**src/rtl/move_paddle_array.sv**
```systemverilog
// Multi-paddle Y position controller with a step prescaler,
// hold-to-accelerate, clamped limits, and freeze and recentre controls.
module move_paddle_array #(
  parameter int NUM_PADDLES = 2,
  parameter int X_WIDTH     = 8,
  parameter int Y_WIDTH     = 9,
  parameter logic [NUM_PADDLES*X_WIDTH-1:0] X_POSITIONS = {8'd150, 8'd10},
  parameter int Y_MIN       = 185,
  parameter int Y_MAX       = 305,
  parameter int Y_RESET     = 240,
  parameter int STEP_DIV    = 4,
  parameter int ACCEL_STEPS = 8,
  parameter int FAST_STEP   = 4
) (
  input  logic                           clock,
  input  logic                           reset,
  input  logic [2*NUM_PADDLES-1:0]       button,
  input  logic                           freeze,
  input  logic                           recentre,
  output logic [NUM_PADDLES*X_WIDTH-1:0] paddleXValue,
  output logic [NUM_PADDLES*Y_WIDTH-1:0] paddleYValue,
  output logic [NUM_PADDLES-1:0]         atTop,
  output logic [NUM_PADDLES-1:0]         atBottom
);

  typedef enum logic [1:0] {IDLE, SLOW, FAST} state_t;

  localparam int PW = (STEP_DIV > 1) ? $clog2(STEP_DIV) : 1;
  localparam int CW = $clog2(ACCEL_STEPS + 2);
  localparam int YW = Y_WIDTH + 1;

  assign paddleXValue = X_POSITIONS;

  for (genvar i = 0; i < NUM_PADDLES; i++) begin : gChan
    state_t             stateQ, stateD;
    logic               dirQ, dirD;
    logic [PW-1:0]      prescQ, prescD;
    logic [CW-1:0]      cntQ, cntD;
    logic [Y_WIDTH-1:0] yQ, yD;
    logic               topQ, botQ;
    logic               up, dn, press, stepEn;
    logic [YW-1:0]      stepSize, yExt, yNext;

    assign up    = ~button[2*i+1] & button[2*i];
    assign dn    = button[2*i+1] & ~button[2*i];
    assign press = up | dn;
    assign yExt  = {1'b0, yQ};

    always_comb begin
      stateD   = stateQ;
      dirD     = dirQ;
      prescD   = prescQ;
      cntD     = cntQ;
      stepEn   = 1'b0;
      stepSize = YW'(1);
      if (press && (stateQ == IDLE || up != dirQ)) begin
        // fresh press or reversal: immediate single-pixel step
        stepEn = 1'b1;
        dirD   = up;
        prescD = '0;
        cntD   = CW'(1);
        stateD = (ACCEL_STEPS == 1) ? FAST : SLOW;
      end else if (stateQ != IDLE) begin
        if (!press) begin
          stateD = IDLE;
          prescD = '0;
          cntD   = '0;
        end else if (prescQ == PW'(STEP_DIV - 1)) begin
          stepEn = 1'b1;
          prescD = '0;
          if (stateQ == FAST) begin
            stepSize = YW'(FAST_STEP);
          end else if (ACCEL_STEPS != 0) begin
            cntD = cntQ + 1'b1;
            if (cntD == CW'(ACCEL_STEPS)) stateD = FAST;
          end
        end else begin
          prescD = prescQ + 1'b1;
        end
      end
    end

    always_comb begin
      if (dirD) begin
        if (yExt < stepSize + YW'(Y_MIN)) yNext = YW'(Y_MIN);
        else yNext = yExt - stepSize;
      end else begin
        if (yExt + stepSize > YW'(Y_MAX)) yNext = YW'(Y_MAX);
        else yNext = yExt + stepSize;
      end
      yD = stepEn ? yNext[Y_WIDTH-1:0] : yQ;
    end

    always_ff @(posedge clock or posedge reset) begin
      if (reset) begin
        stateQ <= IDLE;
        dirQ   <= 1'b0;
        prescQ <= '0;
        cntQ   <= '0;
        yQ     <= Y_WIDTH'(Y_RESET);
        topQ   <= 1'b0;
        botQ   <= 1'b0;
      end else if (recentre) begin
        stateQ <= IDLE;
        dirQ   <= 1'b0;
        prescQ <= '0;
        cntQ   <= '0;
        yQ     <= Y_WIDTH'(Y_RESET);
        topQ   <= 1'b0;
        botQ   <= 1'b0;
      end else if (!freeze) begin
        stateQ <= stateD;
        dirQ   <= dirD;
        prescQ <= prescD;
        cntQ   <= cntD;
        yQ     <= yD;
        topQ   <= (yD == Y_WIDTH'(Y_MIN));
        botQ   <= (yD == Y_WIDTH'(Y_MAX));
      end
    end

    assign paddleYValue[i*Y_WIDTH +: Y_WIDTH] = yQ;
    assign atTop[i]    = topQ;
    assign atBottom[i] = botQ;
  end

endmodule

```
**config.mk**
```make
export PLATFORM = sky130hd
export DESIGN_NAME = move_paddle_array
export DESIGN_NICKNAME = d
export VERILOG_FILES = /design/src/rtl/move_paddle_array.sv
export SDC_FILE = /design/constraint.sdc
export NUM_CORES = 1
export LEC_CHECK = 0
export ABC_AREA = 1
export BUFFER_PORTS_ARGS = -buffer_cell sky130_fd_sc_hd__buf_2
export CAP_MARGIN = 5
export CORE_ASPECT_RATIO = 0.6
export CORE_UTILIZATION = 55
export CTS_BUF_LIST = sky130_fd_sc_hd__clkbuf_8 sky130_fd_sc_hd__clkbuf_16
export CTS_CLUSTER_DIAMETER = 200
export DETAILED_ROUTE_END_ITERATION = 8
export GPL_ROUTABILITY_DRIVEN = 0
export PLACE_DENSITY = 0.8
export SYNTH_ARGS = -nofsm -noshare
export SYNTH_HDL_FRONTEND = slang
export SYNTH_SLANG_ARGS = --single-unit
```
**constraint.sdc**
```tcl
create_clock -name clock -period 3.38 [get_ports clock]
set_input_delay 0.338 -clock clock [delete_from_list [all_inputs] [get_ports clock]]
set_output_delay 0.338 -clock clock [all_outputs]
set_load 0.01 [all_outputs]
```
==> reports/metrics.cfg, run 1 <==
[cells_and_area]
final_nets=619
syn_to_final_growth_pct=7.64
fin_cells=674
drive_gt1_frac=0.168
n_antenna_cell=0

[synth]
synthFlopType=dfrtp_1
synth_warnings=0
syn_area_mm2=0.00377
synth-edff-count=0
synth_top_area_cell=dfrtp_1
synth-seq-cells=40
yosysSeqAreaShare=0.268
syn_avg_cell_area_um2=6.68
synth_cell_type_count=43
yosysTopAreaCellShare=0.213
ys_async_sr_fraction=1.00
synth_area_leaders=dfrtp_1 (21%), nand2_1 (15%), inv_1 (7.7%)
synthCells=564

[drt]
routed_via_density=5.45
post_drt_wl_per_cell_um=13.8
wirelength_um=9300
drc=0
ant_nets=0
drt_iter0_markers=361
via_count=3674
drt-pass1-iter-count=5

[sta]
hold_violations=0
slew_headroom=0.608
fin_setup_tns_ns=0
finalCriticalPeriod_ns=2.98
setup_viol=0
rsz0062_at_grt=false
timing.fmax_ghz=0.336
report.final.slew_viol_count=0
min_period_over_period=0.882
skew_ns=0.00531
worst_pin_slew_ns=0.587

[hold_path]
hold_class=in2async

[grt]
overflow=0
grt_pass1_vias=3265
grt.total_usage=0.280
grt_pass1_wl_um=15700
antenna_found_initial=0
grt_max_degree=41

[floorplan]
dieArea_mm2=0.00720
die_w_um=109
ioPinCount=46
fp.coreArea_mm2=0.00636
rows=22
start_util=0.592
die_height_um=66.1

[cts]
cts.path.max_buffers=2
cts_tree=built
cts_resized=0
hold_buffers=0
numCtsBuffers=5
root_buffer=clkbuf_16
post_cts_buffers=0
htreeDepth=2
cts_num_sinks=40
path_clk_slew_ns=0.06
clk_latency_ns=0.28

[status]
status=finished, final reports clean

[place]
dpl.hpwl_um=7110
io_buffers=29
dp_cells=666

[critical_path]
startpoint_type=primary input
crit_path_end_kind=register
worstPathMaxFanout=6
cp_data_required_time_ns=3.60
arrival_ns=3.20
r2r_slack_ns=0.41
critPathKind=in2reg

[flow_run]
max_cap_viol_count=0

[power_and_ir_drop]
p_per_area_mw_per_mm2=453
p_leak_nw=2.17
irDropWorstVdd_uv=263

-- synth_stat cells (3+ instances only) --
library cell	n
a21oi_1	21
o21ai_0	25
xor2_1	11
dfrtp_1	32
nand4_1	9
nor2_1	45
nand3_2	4
o22ai_1	7
o21ai_2	5
inv_1	77
buf_4	21
ha_1	22
dfstp_2	8
o21ai_1	5
buf_6	3
nor2_2	4
inv_2	8
nand2_2	17
nand2_1	149
o211ai_1	3
nor3_1	3
nand3_1	50
o21bai_1	3
a22oi_1	3
-- logic make-up (layout without fill, tap and decap cells) --
logic type / count (synthesis) / in the layout / synth area share
AND/OR/NAND/NOR: 289 / 289 / 0.349
buffers and inverters: 117 / 129 / 0.147
AO/OA/AOI/OAI: 80 / 80 / 0.126
flip-flops: 40 / 40 / 0.268
adder cells (fa/ha/maj): 22 / 22 / 0.0731
XOR/XNOR: 14 / 14 / 0.0345
other: 2 / 16 / 0.00199
-- sequential cells by signal, summed over array words and instances, names as in the netlist --
| register | count |
|---|---|
| gChan.botQ | 2 |
| gChan.cntQ | 8 |
| gChan.dirQ | 2 |
| gChan.prescQ | 4 |
| gChan.stateQ | 4 |
| gChan.topQ | 2 |
| gChan.yQ | 18 |
-- metal layers --
metal / up-vias / share of wire / track usage
met5: - / 0 / 0
met4: 0 / 0.0058 / 0.0372
met3: 7 / 0.088 / 0.0631
met2: 162 / 0.42 / 0.427
met1: 1683 / 0.48 / 0.410
li1: 1822 / - / -
-- where the power goes --
group	total, mW	switching, mW	leakage, nW	internal, mW
clock	0.557	0.188	0.0871	0.370
sequential	0.588	0.0578	0.522	0.530
combinational	0.693	0.470	1.56	0.223
total	1.84	0.716	2.17	1.12
-- worst max-delay path: stages --
cell     delay, ns
buf_2         0.10
ha_1          0.40
nor2_1        0.14
inv_1         0.07
nor2_1        0.09
nand2_1       0.14
ha_1          0.38
inv_2         0.11
nand3_2       0.10
nand2_4       0.11
nand2_1       0.06
nand2_1       0.07
nand2_1       0.05
nor2_1        0.08
nand2_1       0.05
nand2_1       0.07
nand2_2       0.09
nand2_2       0.09
nand2_4       0.08
a21oi_2       0.20
nand3_1       0.15
nor2_1        0.12
nand2_1       0.06
nand2_1       0.05
-- layout make-up --
type                            instances  area (um^2)
Inverter                               88          332
Clock inverter                          2         38.8
Timing Repair Buffer                   33          175
Fill cell                             575         2300
Sequential cell                        40         1010
Clock buffer                            6          139
Tap cell                               84          105
Multi-Input combinational cell        421         2250
-- path summary, 6_finish.rpt --
kind,from,end,depth (start not counted)
hold reg to reg,gChan[1].botQ,gChan[1].botQ,2
hold / removal,reset,gChan[1].cntQ[1],3
min in group clock,recentre,gChan[0].stateQ[0],2
setup / recovery,button[0],gChan[0].topQ,24
setup reg to reg,gChan[0].stateQ[1],gChan[0].topQ,22
max in group asynchronous,reset,gChan[1].yQ[6],3
-- stage by stage --
stage / hold WS (ns) / total power [mW] / setup WS [ns] / cell area, um^2 / utilization
finish: 0.159 / 1.84 / 0.400 / 4060 / 0.638
global route: 0.225 / 1.96 / 0.114 / 4060 / 0.638
CTS: 0.189 / 1.83 / 0.449 / 4060 / 0.638
detailed placement: 0.461 / 1.27 / 0.214 / 3880 / 0.610
global placement: 0.465 / 1.26 / 0.251 / 3880 / 0.610
floorplan: 0.450 / 1.11 / 0.694 / 3820 / -
-- placed cells by master (no fill, tap or decap), types with 4 or more instances in the layout --
master / Yosys / routed
nand2_1: 149 / 149
clkbuf_16: 0 / 5
nand2_2: 17 / 17
dfrtp_1: 32 / 32
buf_4: 21 / 4
o22ai_1: 7 / 7
ha_1: 22 / 22
inv_1: 77 / 77
inv_2: 8 / 8
dfstp_2: 8 / 8
o21ai_0: 25 / 25
nor2_2: 4 / 4
a21oi_1: 21 / 21
nor2_1: 45 / 45
xor2_1: 11 / 11
nand3_2: 4 / 4
nand4_1: 9 / 9
o21ai_1: 5 / 5
o21ai_2: 5 / 5
nand3_1: 50 / 50
conb_1: 2 / 16
buf_2: 2 / 29
(Power assumes the default switching activity.)
==> run 2, diff against run 1 <==
==> constraint.sdc (replaced) <==
create_clock -name clock -period 3.38 [get_ports clock]
set_input_delay 0.676 -clock clock [delete_from_list [all_inputs] [get_ports clock]]
set_output_delay 0.676 -clock clock [all_outputs]
set_load 0.01 [all_outputs]
==> reports/metrics.cfg, run 2 (same netlist as run 1, synthesis figures left out) <==
[cells_and_area]
multi_input_area_mm2=0.00226
regMostFlops=gChan.yQ
final_common_cell=nand2_1
final_nets=629
syn_to_final_growth_pct=8.67
top_regs=gChan.yQ (18), gChan.cntQ (8)
fin_cells=683
final_cell_mix=nand2_1 (147), inv_1 (78), nand3_1 (50)
drive_gt1_frac=0.184
largest_register_ffs=18
register_area_mm2=0.00101
fill_cells=566
n_antenna_cell=0

[sta]
timing.fmax_ghz=0.312
skew_ns=0.00439
min_period_over_period=0.950
hold_violations=0
worst_pin_slew_ns=0.503
finalCriticalPeriod_ns=3.21
setup_viol=0
fin_setup_tns_ns=0
rsz0062_at_grt=false
report.final.slew_viol_count=0
slew_headroom=0.664

[critical_path]
worstPathMaxFanout=4
critPathKind=in2reg
r2r_cells=18
worstSetupPathDepth=20
startpoint_type=primary input
cp_data_required_time_ns=3.60
critPathMostFrequentCell=nand2_1
critPathTopFamily=compound AO/OA/AOI/OAI gates
arrival_ns=3.43
max_stage_delay_ns=0.35
crit_chain=buf_2 -> inv_1 -> ha_1 -> inv_1 -> a21oi_1 -> o21ai_2 -> nand2_1 -> nand2_1 -> ha_1 -> buf_4 -> a21oi_1 -> o21ai_2 -> buf_4 -> o211ai_1 -> inv_1 -> a21oi_2 -> nand3_1 -> nor2_1 -> nand2_1 -> nand2_1
cp.buffers_inverters=6
crit_slowest_cell=ha_1
crit_path_end_kind=register

[place]
io_buffers=29
dp_cells=674
dpl.hpwl_um=7150

[cts]
htreeDepth=2
cts_tree=built
cts.path.max_buffers=2
cts_num_sinks=40
path_clk_slew_ns=0.06
clk_latency_ns=0.28
root_buffer=clkbuf_16
numCtsBuffers=5

[status]
status=finished, final reports clean

[grt]
grt_pass1_vias=3303
grt_max_degree=41
grt.total_usage=0.279
grt_pass1_wl_um=15700
overflow=0
antenna_found_initial=0

[drt]
post_drt_wl_per_cell_um=13.8
wirelength_um=9410
drc=0
drt_iter0_markers=455
routed_via_density=5.51
ant_nets=0
drt-pass1-iter-count=5
via_count=3762

[floorplan]
die_w_um=109
die_height_um=66.1
fp.coreArea_mm2=0.00636
rows=22
ioPinCount=46
dieArea_mm2=0.00720
start_util=0.592

[power_and_ir_drop]
irDropWorstVdd_uv=217
p_leak_nw=2.20
p_per_area_mw_per_mm2=432

[hold_path]
hold_path_depth=2
hold_class=reg2reg

[flow_run]
max_cap_viol_count=0

## run 2: changes by cell type in the layout (fill, tap and decap cells not counted), sizes merged
cell    before  now
clkbuf       6    5
buf         33   43
bufinv       1    0
inv         85   86
## run 2: cell type report
type	count	area share
Timing Repair Buffer	43	0.0611
Tap cell	84	0.0257
Inverter	88	0.0810
Sequential cell	40	0.247
Clock inverter	2	0.00214
Clock buffer	5	0.0306
Multi-Input combinational cell	421	0.553
## run 2: power breakdown
| group | switching, mW | internal [mW] | total, mW | leakage [nW] |
|---|---|---|---|---|
| Sequential | 0.0555 | 0.530 | 0.585 | 0.522 |
| Clock | 0.185 | 0.265 | 0.451 | 0.0709 |
| Combinational | 0.485 | 0.249 | 0.734 | 1.61 |
## run 2: worst register-to-register path, delay by kind of cell (launching register included)
kind / cells / cell delay [ns]
AOI/OAI and AO/OA: 4 / 0.83
and+or+nand+nor: 7 / 0.59
buffers and inverters: 5 / 0.55
adders and majority gates: 2 / 0.52
DFF: 1 / 0.36
## run 2: path summary, 6_finish.rpt
kind	from	end	slack [ns]
worst max-delay path	button[1]	gChan[0].topQ	0.17
worst min-delay path	gChan[1].botQ	gChan[1].botQ	0.49
min in group asynchronous	reset	gChan[1].cntQ[2]	0.51
worst max register to register	gChan[0].prescQ[0]	gChan[0].topQ	0.47
max in group asynchronous	reset	gChan[1].yQ[6]	2.49
worst min register to register	gChan[1].botQ	gChan[1].botQ	0.49
## run 2: metrics by stage
| step | setup slack, ns | utilization | instance area, um^2 | total power [mW] | hold WS (ns) |
|---|---|---|---|---|---|
| global placement | 0.0777 | 0.619 | 3940 | 1.27 | 0.464 |
| global route | 0.00904 | 0.644 | 4090 | 1.89 | 0.519 |
| finish | 0.170 | 0.644 | 4090 | 1.77 | 0.491 |
| detailed placement | -0.0197 | 0.619 | 3940 | 1.29 | 0.467 |
| floorplan | 0.356 | - | 3820 | 1.11 | 0.450 |
| CTS | 0.281 | 0.640 | 4070 | 1.75 | 0.488 |
## run 2: per-layer routing
metal | global-route usage | vias to the layer above | wire length (um)
met3 | 0.0483 | 17 | 868
met5 | 0 | - | 0
met2 | 0.416 | 187 | 3840
met1 | 0.425 | 1723 | 4610
met4 | 0.0355 | 0 | 87
li1 | - | 1835 | -
## run 2: timing repair
action,4_1_cts,5_1_grt
setup endpoints to repair,0,4
resized for setup,0,3
hold buffers,0,0
setup buffers,0,2
